### src/rtl/pcs_pkg.sv
// Shared 64b/66b PCS constants: sync headers, block types, XGMII characters, 7-bit codes.
// Latency: n/a (constants and a pure helper function).
// Backpressure: n/a.
package pcs_pkg;

    localparam logic [1:0] SH_DATA = 2'b01;
    localparam logic [1:0] SH_CTRL = 2'b10;

    localparam logic [7:0] BT_C8 = 8'h1E;
    localparam logic [7:0] BT_S0 = 8'h78;
    localparam logic [7:0] BT_S4 = 8'h33;
    localparam logic [7:0] BT_T0 = 8'h87;
    localparam logic [7:0] BT_T1 = 8'h99;
    localparam logic [7:0] BT_T2 = 8'hAA;
    localparam logic [7:0] BT_T3 = 8'hB4;
    localparam logic [7:0] BT_T4 = 8'hCC;
    localparam logic [7:0] BT_T5 = 8'hD2;
    localparam logic [7:0] BT_T6 = 8'hE1;
    localparam logic [7:0] BT_T7 = 8'hFF;

    localparam logic [7:0] XG_IDLE  = 8'h07;
    localparam logic [7:0] XG_START = 8'hFB;
    localparam logic [7:0] XG_TERM  = 8'hFD;
    localparam logic [7:0] XG_ERROR = 8'hFE;

    localparam logic [6:0] CC_IDLE  = 7'h00;
    localparam logic [6:0] CC_ERROR = 7'h1E;

    // Encoded block before scrambling, tagged with whether it is an error block.
    typedef struct packed {
        logic        err;
        logic [65:0] dat;
    } enc_blk_t;

    function automatic logic [7:0] term_type(input logic [2:0] lane);
        case (lane)
            3'd0:    term_type = BT_T0;
            3'd1:    term_type = BT_T1;
            3'd2:    term_type = BT_T2;
            3'd3:    term_type = BT_T3;
            3'd4:    term_type = BT_T4;
            3'd5:    term_type = BT_T5;
            3'd6:    term_type = BT_T6;
            default: term_type = BT_T7;
        endcase
    endfunction

endpackage

### src/rtl/pcs_scrambler_58.sv
// 64-bit-parallel self-synchronous scrambler, x^58 + x^39 + 1, state reset to all-ones.
// Latency: combinational dout; state updates on the clock edge when advance is high.
// Backpressure: none; the caller advances only on blocks it actually keeps.
module pcs_scrambler_58 (
    input  logic        clk,
    input  logic        rst,
    input  logic        advance,
    input  logic [63:0] din,
    output logic [63:0] dout
);

    logic [57:0] state;
    logic [57:0] state_nxt;

    // Bit 0 of din is transmitted first; history index 0 is the oldest scrambled bit.
    always_comb begin : p_scr
        logic [121:0] hist;
        hist = {64'h0, state};
        for (int i = 0; i < 64; i++) begin
            hist[58 + i] = din[i] ^ hist[i + 19] ^ hist[i];
        end
        dout      = hist[121:58];
        state_nxt = hist[121:64];
    end

    always_ff @(posedge clk or negedge rst) begin
        if (!rst) begin
            state <= '1;
        end else if (advance) begin
            state <= state_nxt;
        end
    end

endmodule

### src/rtl/pcs_encoder_64b66b.sv
// 64b/66b PCS TX encoder: XGMII columns -> Clause 49 blocks; optional scrambler via PCS_ENCODER_SCRAMBLER_EN.
// Latency: block valid one cycle after its completing column is accepted.
// Backpressure: output register + one-entry skid; xgmii_ready drops while the skid is full.
module pcs_encoder_64b66b
    import pcs_pkg::*;
#(
    parameter int XGMII_DATA_WIDTH = 32,
    parameter int XGMII_DATA_BYTES = XGMII_DATA_WIDTH / 8,
    parameter int PCS_DATA_WIDTH   = 66,
    parameter int ERR_CNT_WIDTH    = 16
) (
    input  logic                        clk,
    input  logic                        rst,
    input  logic [XGMII_DATA_WIDTH-1:0] xgmii_data_in,
    input  logic [XGMII_DATA_BYTES-1:0] xgmii_ctrl_in,
    output logic                        xgmii_ready,
    output logic [PCS_DATA_WIDTH-1:0]   encoded_data_out,
    output logic                        encoded_valid_out,
    input  logic                        encoded_ready_in,
    output logic                        encode_error,
    output logic [ERR_CNT_WIDTH-1:0]    err_count
);

    logic        accept;
    logic        col_vld;
    logic [63:0] col_dat;
    logic [7:0]  col_ctl;

    logic        skid_vld;
    enc_blk_t    skid_q;

    assign xgmii_ready = !skid_vld;
    assign accept      = xgmii_ready;

    generate
        if (XGMII_DATA_WIDTH == 64) begin : g_w64
            assign col_dat = xgmii_data_in;
            assign col_ctl = xgmii_ctrl_in;
            assign col_vld = accept;
        end else begin : g_w32
            logic        phase;
            logic [31:0] lo_dat;
            logic [3:0]  lo_ctl;

            always_ff @(posedge clk or negedge rst) begin
                if (!rst) begin
                    phase  <= 1'b0;
                    lo_dat <= '0;
                    lo_ctl <= '0;
                end else if (accept) begin
                    phase <= !phase;
                    if (!phase) begin
                        lo_dat <= xgmii_data_in;
                        lo_ctl <= xgmii_ctrl_in;
                    end
                end
            end

            assign col_dat = {xgmii_data_in, lo_dat};
            assign col_ctl = {xgmii_ctrl_in, lo_ctl};
            assign col_vld = accept && phase;
        end
    endgenerate

    logic [7:0] is_idle;
    logic [7:0] is_err;

    always_comb begin
        is_idle = '0;
        is_err  = '0;
        for (int i = 0; i < 8; i++) begin
            is_idle[i] = col_ctl[i] && (col_dat[8*i +: 8] == XG_IDLE);
            is_err[i]  = col_ctl[i] && (col_dat[8*i +: 8] == XG_ERROR);
        end
    end

    // /T/ in lane k is legal only with data before it and /I/ after it.
    logic       t_hit;
    logic [2:0] t_lane;

    always_comb begin : p_term
        logic ok;
        t_hit  = 1'b0;
        t_lane = 3'd0;
        for (int k = 0; k < 8; k++) begin
            ok = col_ctl[k] && (col_dat[8*k +: 8] == XG_TERM);
            for (int j = 0; j < 8; j++) begin
                if (j < k && col_ctl[j]) begin
                    ok = 1'b0;
                end
                if (j > k && !is_idle[j]) begin
                    ok = 1'b0;
                end
            end
            if (ok) begin
                t_hit  = 1'b1;
                t_lane = 3'(k);
            end
        end
    end

    enc_blk_t blk_new;

    always_comb begin
        blk_new = '0;
        if (col_ctl == 8'h00) begin
            blk_new.dat = {col_dat, SH_DATA};
        end else begin
            blk_new.dat[1:0] = SH_CTRL;
            if (&(is_idle | is_err)) begin
                blk_new.dat[9:2] = BT_C8;
                for (int i = 0; i < 8; i++) begin
                    blk_new.dat[10 + 7*i +: 7] = is_idle[i] ? CC_IDLE : CC_ERROR;
                end
            end else if (col_ctl == 8'h01 && col_dat[7:0] == XG_START) begin
                blk_new.dat[9:2]   = BT_S0;
                blk_new.dat[65:10] = col_dat[63:8];
            end else if (col_ctl == 8'h1F && (&is_idle[3:0]) && col_dat[39:32] == XG_START) begin
                // Idle codes C0..C3 and the 4-bit pad stay zero.
                blk_new.dat[9:2]   = BT_S4;
                blk_new.dat[65:42] = col_dat[63:40];
            end else if (t_hit) begin
                blk_new.dat[9:2] = term_type(t_lane);
                for (int i = 0; i < 7; i++) begin
                    if (3'(i) < t_lane) begin
                        blk_new.dat[10 + 8*i +: 8] = col_dat[8*i +: 8];
                    end
                end
            end else begin
                blk_new.err      = 1'b1;
                blk_new.dat[9:2] = BT_C8;
                for (int i = 0; i < 8; i++) begin
                    blk_new.dat[10 + 7*i +: 7] = CC_ERROR;
                end
            end
        end
    end

    logic        out_free;
    logic        load;
    enc_blk_t    load_blk;
    logic [63:0] load_payload;

    assign out_free = !encoded_valid_out || encoded_ready_in;
    assign load     = out_free && (skid_vld || col_vld);
    assign load_blk = skid_vld ? skid_q : blk_new;

`ifdef PCS_ENCODER_SCRAMBLER_EN
    pcs_scrambler_58 u_scrambler (
        .clk     (clk),
        .rst     (rst),
        .advance (load),
        .din     (load_blk.dat[65:2]),
        .dout    (load_payload)
    );
`else
    assign load_payload = load_blk.dat[65:2];
`endif

    always_ff @(posedge clk or negedge rst) begin
        if (!rst) begin
            encoded_valid_out <= 1'b0;
            encoded_data_out  <= '0;
            skid_vld          <= 1'b0;
            skid_q            <= '0;
            encode_error      <= 1'b0;
            err_count         <= '0;
        end else begin
            if (out_free) begin
                encoded_valid_out <= skid_vld || col_vld;
                skid_vld          <= 1'b0;
                if (load) begin
                    encoded_data_out <= {load_payload, load_blk.dat[1:0]};
                end
            end else if (col_vld) begin
                skid_vld <= 1'b1;
                skid_q   <= blk_new;
            end
            encode_error <= load && load_blk.err;
            if (load && load_blk.err && err_count != '1) begin
                err_count <= err_count + 1'b1;
            end
        end
    end

endmodule
### config.mk
export PLATFORM = sky130hd
export DESIGN_NAME = pcs_encoder_64b66b
export DESIGN_NICKNAME = d
export VERILOG_FILES = /design/src/rtl/pcs_pkg.sv /design/src/rtl/pcs_scrambler_58.sv /design/src/rtl/pcs_encoder_64b66b.sv
export SDC_FILE = /design/constraint.sdc
export NUM_CORES = 1
export LEC_CHECK = 0
export ABC_AREA = 1
export CAP_MARGIN = 5
export CELL_PAD_IN_SITES_DETAIL_PLACEMENT = 1
export CELL_PAD_IN_SITES_GLOBAL_PLACEMENT = 1
export CORE_MARGIN = 8
export CORE_UTILIZATION = 29
export CTS_CLUSTER_DIAMETER = 100
export DETAILED_ROUTE_END_ITERATION = 16
export GPL_ROUTABILITY_DRIVEN = 0
export PLACE_DENSITY = 0.7
export SYNTH_ARGS = -nofsm -noshare
export SYNTH_HDL_FRONTEND = slang
export SYNTH_HIERARCHICAL = 1
export SYNTH_SLANG_ARGS = --single-unit
### constraint.sdc
create_clock -name clk -period 2.3 [get_ports clk]
set_input_delay 0.345 -clock clk [delete_from_list [all_inputs] [get_ports clk]]
set_output_delay 0.345 -clock clk [all_outputs]
set_load 0.01 [all_outputs]
## Yosys cells after proc, flatten, opt, wreduce, memory -nomap -nowiden

Cells that the tools add are included.

- Bits in registers: 189
- Output and inout bits: 85
- Logic and storage cells: 203

- $add $sub $neg: 1
- $lt $le $gt $ge: 7
- Equal/unequal tests: 35
- Multiplexer cells: 102
- Bitwise operators: 4
- Reduce and logical (&&, ||, !) cells: 44

Operator list:

| operator | count |
|---|---|
| 2-to-1 mux 64 bit | 3 |
| equality test 8 bit, second input constant | 18 |
| 2-to-1 mux 1 bit | 72 |
| 2-to-1 mux 67 bit | 1 |
| 2-to-1 mux 66 bit | 1 |
| equality test 8 x 3 -> 1 bit, second input constant | 8 |
| 2-to-1 mux 8 bit | 8 |
| one-hot mux 7 bit (7 select lines) | 1 |
| 2-to-1 mux 5 bit | 8 |
| 2-to-1 mux 32 bit | 1 |
| logical AND 1 bit | 31 |
| 2-to-1 mux 24 bit | 1 |
| adder 16 x 1 -> 16 bit, second input constant | 1 |
| inequality test 16 bit, second input constant | 1 |
| 2-to-1 mux 3 bit | 4 |
| equality test 3 bit, second input constant | 3 |
| < comparator 3 bit, first input constant | 3 |
| equality test 8 x 1 -> 1 bit, second input constant | 1 |
| equality test 8 x 5 -> 1 bit, second input constant | 1 |
| logical NOT 8 bit | 1 |
| bitwise OR 8 bit | 1 |
| AND reduction 8 bit | 1 |
| equality test 3 x 2 -> 1 bit, second input constant | 2 |
| < comparator 1 x 3 -> 1 bit, first input constant | 2 |
| other kinds (10) | 19 |

## Depth between registers and ports, before layout

- Depth in word-level cells: 26
- Gate-level depth with buffers: 19
- Mapped depth without buffers: 19

## Worst setup path before layout

No wires, ideal clock.

- Path type: register to register
- From: reg g_w32.lo_ctl[3]
- To: reg encoded_data_out[63]
- Setup time: 116 ps
- Data arrival time: 1914 ps
- Required time: 2184 ps
- Slack: 269 ps
- Cell stages (with the launch flop): 18
- Path through: dfrtp_1 > nor2_2 > nand2_2 > or2_4 > nor2_8 > nor2_8 > nand3_4 > nor2_4 > nand2_4 > buf_6 > buf_12 > o21ai_2 > nand3_1 > nand2_1 > o21ai_2 > nand2_1 > nand2_1 > nand2_1

- Cells in the longest elaborated chain, start to end: 21

Ends and longest elaborated chain:

| what | line | source |
|---|---|---|
| start: declaration | pcs_encoder_64b66b.sv:43 | `logic [3:0] lo_ctl;` |
| start signal: assignment | pcs_encoder_64b66b.sv:54 | `lo_ctl <= xgmii_ctrl_in;` |
| logical AND 1 bit, on equally long branches | pcs_encoder_64b66b.sv:72, pcs_encoder_64b66b.sv:86 |  |
| 2-to-1 mux 1 bit, on equally long branches (3 in series) | pcs_encoder_64b66b.sv:91, pcs_encoder_64b66b.sv:88 |  |
| 2-to-1 mux 1 bit (2 in series) | pcs_encoder_64b66b.sv:91 | `if (j > k && !is_idle[j]) begin` |
| 2-to-1 mux 1 bit, on equally long branches | pcs_encoder_64b66b.sv:95, pcs_encoder_64b66b.sv:91 |  |
| 2-to-1 mux 2 bit / 2-to-1 mux 1 bit (equally long branches) | pcs_encoder_64b66b.sv:95, pcs_encoder_64b66b.sv:91 |  |
| 2-to-1 mux 2 bit | pcs_encoder_64b66b.sv:95 | `if (ok) begin` |
| 2-to-1 mux 3 bit (4 in series) | pcs_encoder_64b66b.sv:95 |  |
| < comparator 3 bit | pcs_encoder_64b66b.sv:125 | `if (3'(i) < t_lane) begin` |
| 2-to-1 mux 8 bit | pcs_encoder_64b66b.sv:125 |  |
| 2-to-1 mux 64 bit | pcs_encoder_64b66b.sv:122 | `end else if (t_hit) begin` |
| 2-to-1 mux 24 bit | pcs_encoder_64b66b.sv:118 | `end else if (col_ctl == 8'h1F && (&is_idle[3:0]) && col_dat[39:32] == XG_START) begin` |
| 2-to-1 mux 64 bit | pcs_encoder_64b66b.sv:115 | `end else if (col_ctl == 8'h01 && col_dat[7:0] == XG_START) begin` |
| 2-to-1 mux 64 bit | pcs_encoder_64b66b.sv:110 | `if (&(is_idle \| is_err)) begin` |
| 2-to-1 mux 66 bit (*) | pcs_encoder_64b66b.sv:106 | `if (col_ctl == 8'h00) begin` |
| 2-to-1 mux 67 bit (*) | pcs_encoder_64b66b.sv:146 | `assign load_blk = skid_vld ? skid_q : blk_new;` |
| end signal: assignment | pcs_encoder_64b66b.sv:173 | `encoded_data_out <= {load_payload, load_blk.dat[1:0]};` |
| end: declaration | pcs_encoder_64b66b.sv:17 | `output logic [PCS_DATA_WIDTH-1:0] encoded_data_out,` |

Mark *: on every way between the ends. The rest lies on a longest branch, timed or not.
A chain may end at the register's enable or synchronous reset.

## Final worst setup path

- From: reg g_w32.lo_dat[13]
- To: reg encoded_data_out[4]

- Cells in the longest elaborated chain, start to end: 24

Ends and longest elaborated chain:

| what | line | source |
|---|---|---|
| start: declaration | pcs_encoder_64b66b.sv:42 | `logic [31:0] lo_dat;` |
| start signal: assignment | pcs_encoder_64b66b.sv:53 | `lo_dat <= xgmii_data_in;` |
| equality test 8 bit | pcs_encoder_64b66b.sv:86 | `ok = col_ctl[k] && (col_dat[8*k +: 8] == XG_TERM);` |
| logical AND 1 bit | pcs_encoder_64b66b.sv:86 |  |
| 2-to-1 mux 1 bit | pcs_encoder_64b66b.sv:88 | `if (j < k && col_ctl[j]) begin` |
| 2-to-1 mux 1 bit (6 in series) | pcs_encoder_64b66b.sv:91 |  |
| 2-to-1 mux 1 bit | pcs_encoder_64b66b.sv:95 |  |
| 2-to-1 mux 2 bit (2 in series) | pcs_encoder_64b66b.sv:95 |  |
| 2-to-1 mux 3 bit (4 in series) | pcs_encoder_64b66b.sv:95 |  |
| equality test 3 bit (tied with other cells) | pcs_pkg.sv:36 | `case (lane)` |
| one-hot mux 7 bit (7 select lines) | pcs_pkg.sv:36 |  |
| 2-to-1 mux 64 bit | pcs_encoder_64b66b.sv:122 |  |
| 2-to-1 mux 8 bit | pcs_encoder_64b66b.sv:118 |  |
| 2-to-1 mux 64 bit | pcs_encoder_64b66b.sv:115 |  |
| 2-to-1 mux 64 bit (*) | pcs_encoder_64b66b.sv:110 |  |
| 2-to-1 mux 66 bit (*) | pcs_encoder_64b66b.sv:106 |  |
| 2-to-1 mux 67 bit (*) | pcs_encoder_64b66b.sv:146 |  |

Marks and branches as above.

==> flow_metrics.py <==
metrics = {
    "setup_path": {
        "arrival_ps": 2940,
        "critical_path.top_delay_family": "simple AND/OR/NAND/NOR gates",
        "critPathCaptureType": "flop",
        "critPathKind": "reg2reg",
        "path_buf_inv": 6,
        "path_max_fanout": 4,
        "critPathSlowestCell": "dfrtp_1",
        "worst-endpoint-required_ps": 2640,
        "start_kind": "flop",
        "critPathMaxStageDelay_ps": 390,
        "crit_chain": "nor3_2, buf_4, nand4_1, buf_4, buf_6, buf_6, nor3_4, nand3_2, nand2_4, inv_6, clkbuf_16, o211ai_1, nand2_1, o211ai_1, nand2_1",
    },
    "clocking": {
        "htreeDepth": 4,
        "root_buffer": "clkbuf_16",
        "numCtsBuffers": 17,
        "cts_tree": "yes",
        "clock_latency_ps": 460,
        "path_clk_slew_ps": 80,
        "clockBufferDepth": 2,
        "cts.sinks": 189,
    },
    "global_routing": {
        "grt_pass1_vias": 12857,
        "antenna_found_initial": 0,
        "grt.total_usage_pct": 21.4,
        "grt-ovfl-total": 0,
        "grt_max_degree": 74,
        "grt_pass1_wl_um": 74400,
    },
    "route": {
        "wl_met2_um": 24900,
        "remaining_drc_errors": 0,
        "viasPerCell": 5.16,
        "vias": 12709,
        "met1_length_um": 21600,
        "topRoutingLayerUsed": "met4",
        "dr.pass1.iters": 5,
        "ant_nets": 0,
        "routed_wire_length_per_instance_um": 21.1,
        "wl_met3_um": 3140,
        "first_iter_violations": 937,
        "routed_wl_um": 52000,
    },
    "flow_run": {
        "maxCapViolCount": 0,
    },
    "power_and_ir_drop": {
        "p_leak_nw": 8.12,
        "p_per_area_nw_per_um2": 987,
        "vdd_drop_max_v": 0.000612,
    },
    "place": {
        "io_buffer_count": 123,
        "dp_hpwl_um": 35800,
        "place_ws_ps": -986,
    },
    "timing": {
        "clock.fmax_mhz": 385,
        "period_share_pct": 113,
        "setup_viol_count_final": 119,
        "setup_ws_ps": -297,
        "hold_viol_final": 0,
        "worst_pin_slew_ps": 727,
        "fin_setup_tns_ps": -17210,
        "slew-limit-headroom_pct": 51.5,
        "finalClockSkew_ps": 14.6,
        "min_period_ps": 2600,
        "drv_slew": 0,
        "rsz0062_at_grt": "yes",
    },
    "outcome": {
        "status": "complete, but fails checks",
        "violations": "setup timing",
    },
    "cells_and_area": {
        "final_common_cell": "nand2_1",
        "drive_above_1_share_pct": 34.1,
        "n_antenna_cell": 0,
        "final_cell_mix": "421 x nand2_1, 239 x buf_4, 179 x dfrtp_1",
        "area_growth_pct": 55.7,
        "final_nets": 1981,
    },
    "synth": {
        "ys_warn_count": 6,
        "synth-edff-count": 0,
        "async_flop_share_pct": 100,
        "syn_area_per_cell_sq_um": 6.99,
        "netlist_area_sq_um": 11000,
        "synth_cells": 1576,
        "ys_seq_area_share_pct": 42.9,
        "synth_seq_cells": 189,
        "synth_cell_type_count": 48,
        "syn_nets": 1616,
        "synth-main-ff-cell": "dfrtp_1",
    },
    "floorplanning": {
        "row_count": 71,
        "die_y_um": 211,
        "io_pins": 124,
        "die-area_sq_um": 44500,
        "core_sq_um": 37600,
        "floorplan.initialDensity_pct": 29.3,
        "die_width_um": 211,
    },
    "min_path": {
        "hold_path_class": "in2reg",
    },
}
[power by group]
part	internal, mW	total (mW)	switching (mW)
logic	3.53	8.43	4.90
clock network	1.43	2.94	1.51
registers	4.58	5.57	0.992
[cell usage after synthesis, types with 2 or more instances]
cell type / n / area [sq um]
nand2_1: 523 / 1960
dfrtp_1: 189 / 4730
nor2_1: 160 / 601
inv_1: 150 / 563
o21ai_0: 140 / 701
nand3_1: 76 / 380
clkbuf_1: 52 / 195
o21ai_1: 40 / 200
a21oi_1: 39 / 195
nand4_1: 24 / 150
nor3_1: 24 / 120
o211ai_1: 23 / 173
a31oi_1: 12 / 75.1
o21ai_2: 11 / 96.3
inv_2: 9 / 33.8
xor2_1: 9 / 78.8
buf_2: 8 / 40.0
o22ai_1: 8 / 50.1
nor4_1: 7 / 43.8
buf_4: 6 / 45.0
xnor2_1: 6 / 52.6
clkinv_1: 5 / 18.8
nand3_2: 5 / 50.1
o221ai_1: 5 / 43.8
nand2_2: 4 / 25.0
nor2_2: 4 / 25.0
nor2_4: 4 / 45.0
buf_1: 3 / 11.3
nand3b_1: 3 / 22.5
nor3_2: 3 / 30.0
a21o_1: 2 / 15.0
buf_6: 2 / 22.5
nand2_4: 2 / 22.5
nand4_2: 2 / 25.0
nor2_8: 2 / 40.0
o31ai_1: 2 / 15.0
[worst min-delay path: cells and delay by family]
kind / cells / cell delay [ps]
compound gates: 1 / 70
buf+inv: 2 / 330
simple gates: 1 / 50
[worst paths after layout]
kind                                           start                    to  slack [ps]  cells after the start
worst min register to register  encoded_data_out[37]  encoded_data_out[37]         480                      2
min in group asynchronous                        rst      g_w32.lo_dat[18]         420                      2
worst max-delay path                g_w32.lo_dat[13]   encoded_data_out[4]        -300                     15
max in group asynchronous                        rst  encoded_data_out[38]        1100                      4
worst max register to register      g_w32.lo_dat[13]   encoded_data_out[4]        -300                     15
worst min-delay path               xgmii_data_in[18]      g_w32.lo_dat[18]         380                      4
[routing by layer]
| metal | GRT usage, % | vias to the layer above |
|---|---|---|
| met3 | 4.20 | 141 |
| met5 | 0 | - |
| met1 | 27.8 | 6297 |
| met4 | 9.44 | 0 |
| met2 | 34.2 | 452 |
| li1 | - | 5819 |
[sequential cells by signal (all words and copies together), names as in the netlist]
name               flops
err_count             16
g_w32.phase            1
encode_error           1
encoded_data_out      66
skid_q                67
g_w32.lo_ctl           4
g_w32.lo_dat          32
encoded_valid_out      1
skid_vld               1
[layout make-up]
type                    count  area, sq um
fillers                  4498        20400
multi-input cells        1150         6720
flip-flops and latches    189         4740
repair buffers            414         3770
clock inverters            13          128
inverters                 165          687
well taps                 511          639
repair inverters            4         35.0
clock buffers              19          433
[per-stage QoR]
step / hold slack [ps] / instance area [sq um] / power, mW / utilization [%] / std cells
final: 377 / 17200 / 16.9 / 45.7 / 2465
after global placement: 363 / 14600 / 12.6 / 38.7 / 2382
after floorplan: 49.4 / 11000 / 8.82 / - / 1576
after CTS: 382 / 15900 / 16.2 / 42.3 / 2443
after detailed placement: 362 / 14600 / 12.9 / 38.7 / 2382
after global routing: 418 / 17200 / 18.0 / 45.7 / 2465
[cells by family after synthesis]
family	synth area share [%]
muxes	0.102
adders and majority gates	0.114
DFF	42.9
AOI/OAI and AO/OA	14.5
xor gates and xnor gates	1.19
and+or+nand+nor	32.5
buffers and inverters	8.67
[timing repair]
item / 4_1_cts / 5_1_grt
endpoints found under the hold margin: 44 / 0
setup endpoints to repair: 139 / 139
setup buffers: 25 / 26
hold buffers: 1 / 0
gates resized for setup: 203 / 325
gates cloned: 4 / 4
pin swaps: 45 / 110
Power figures use the tool's default switching activity.
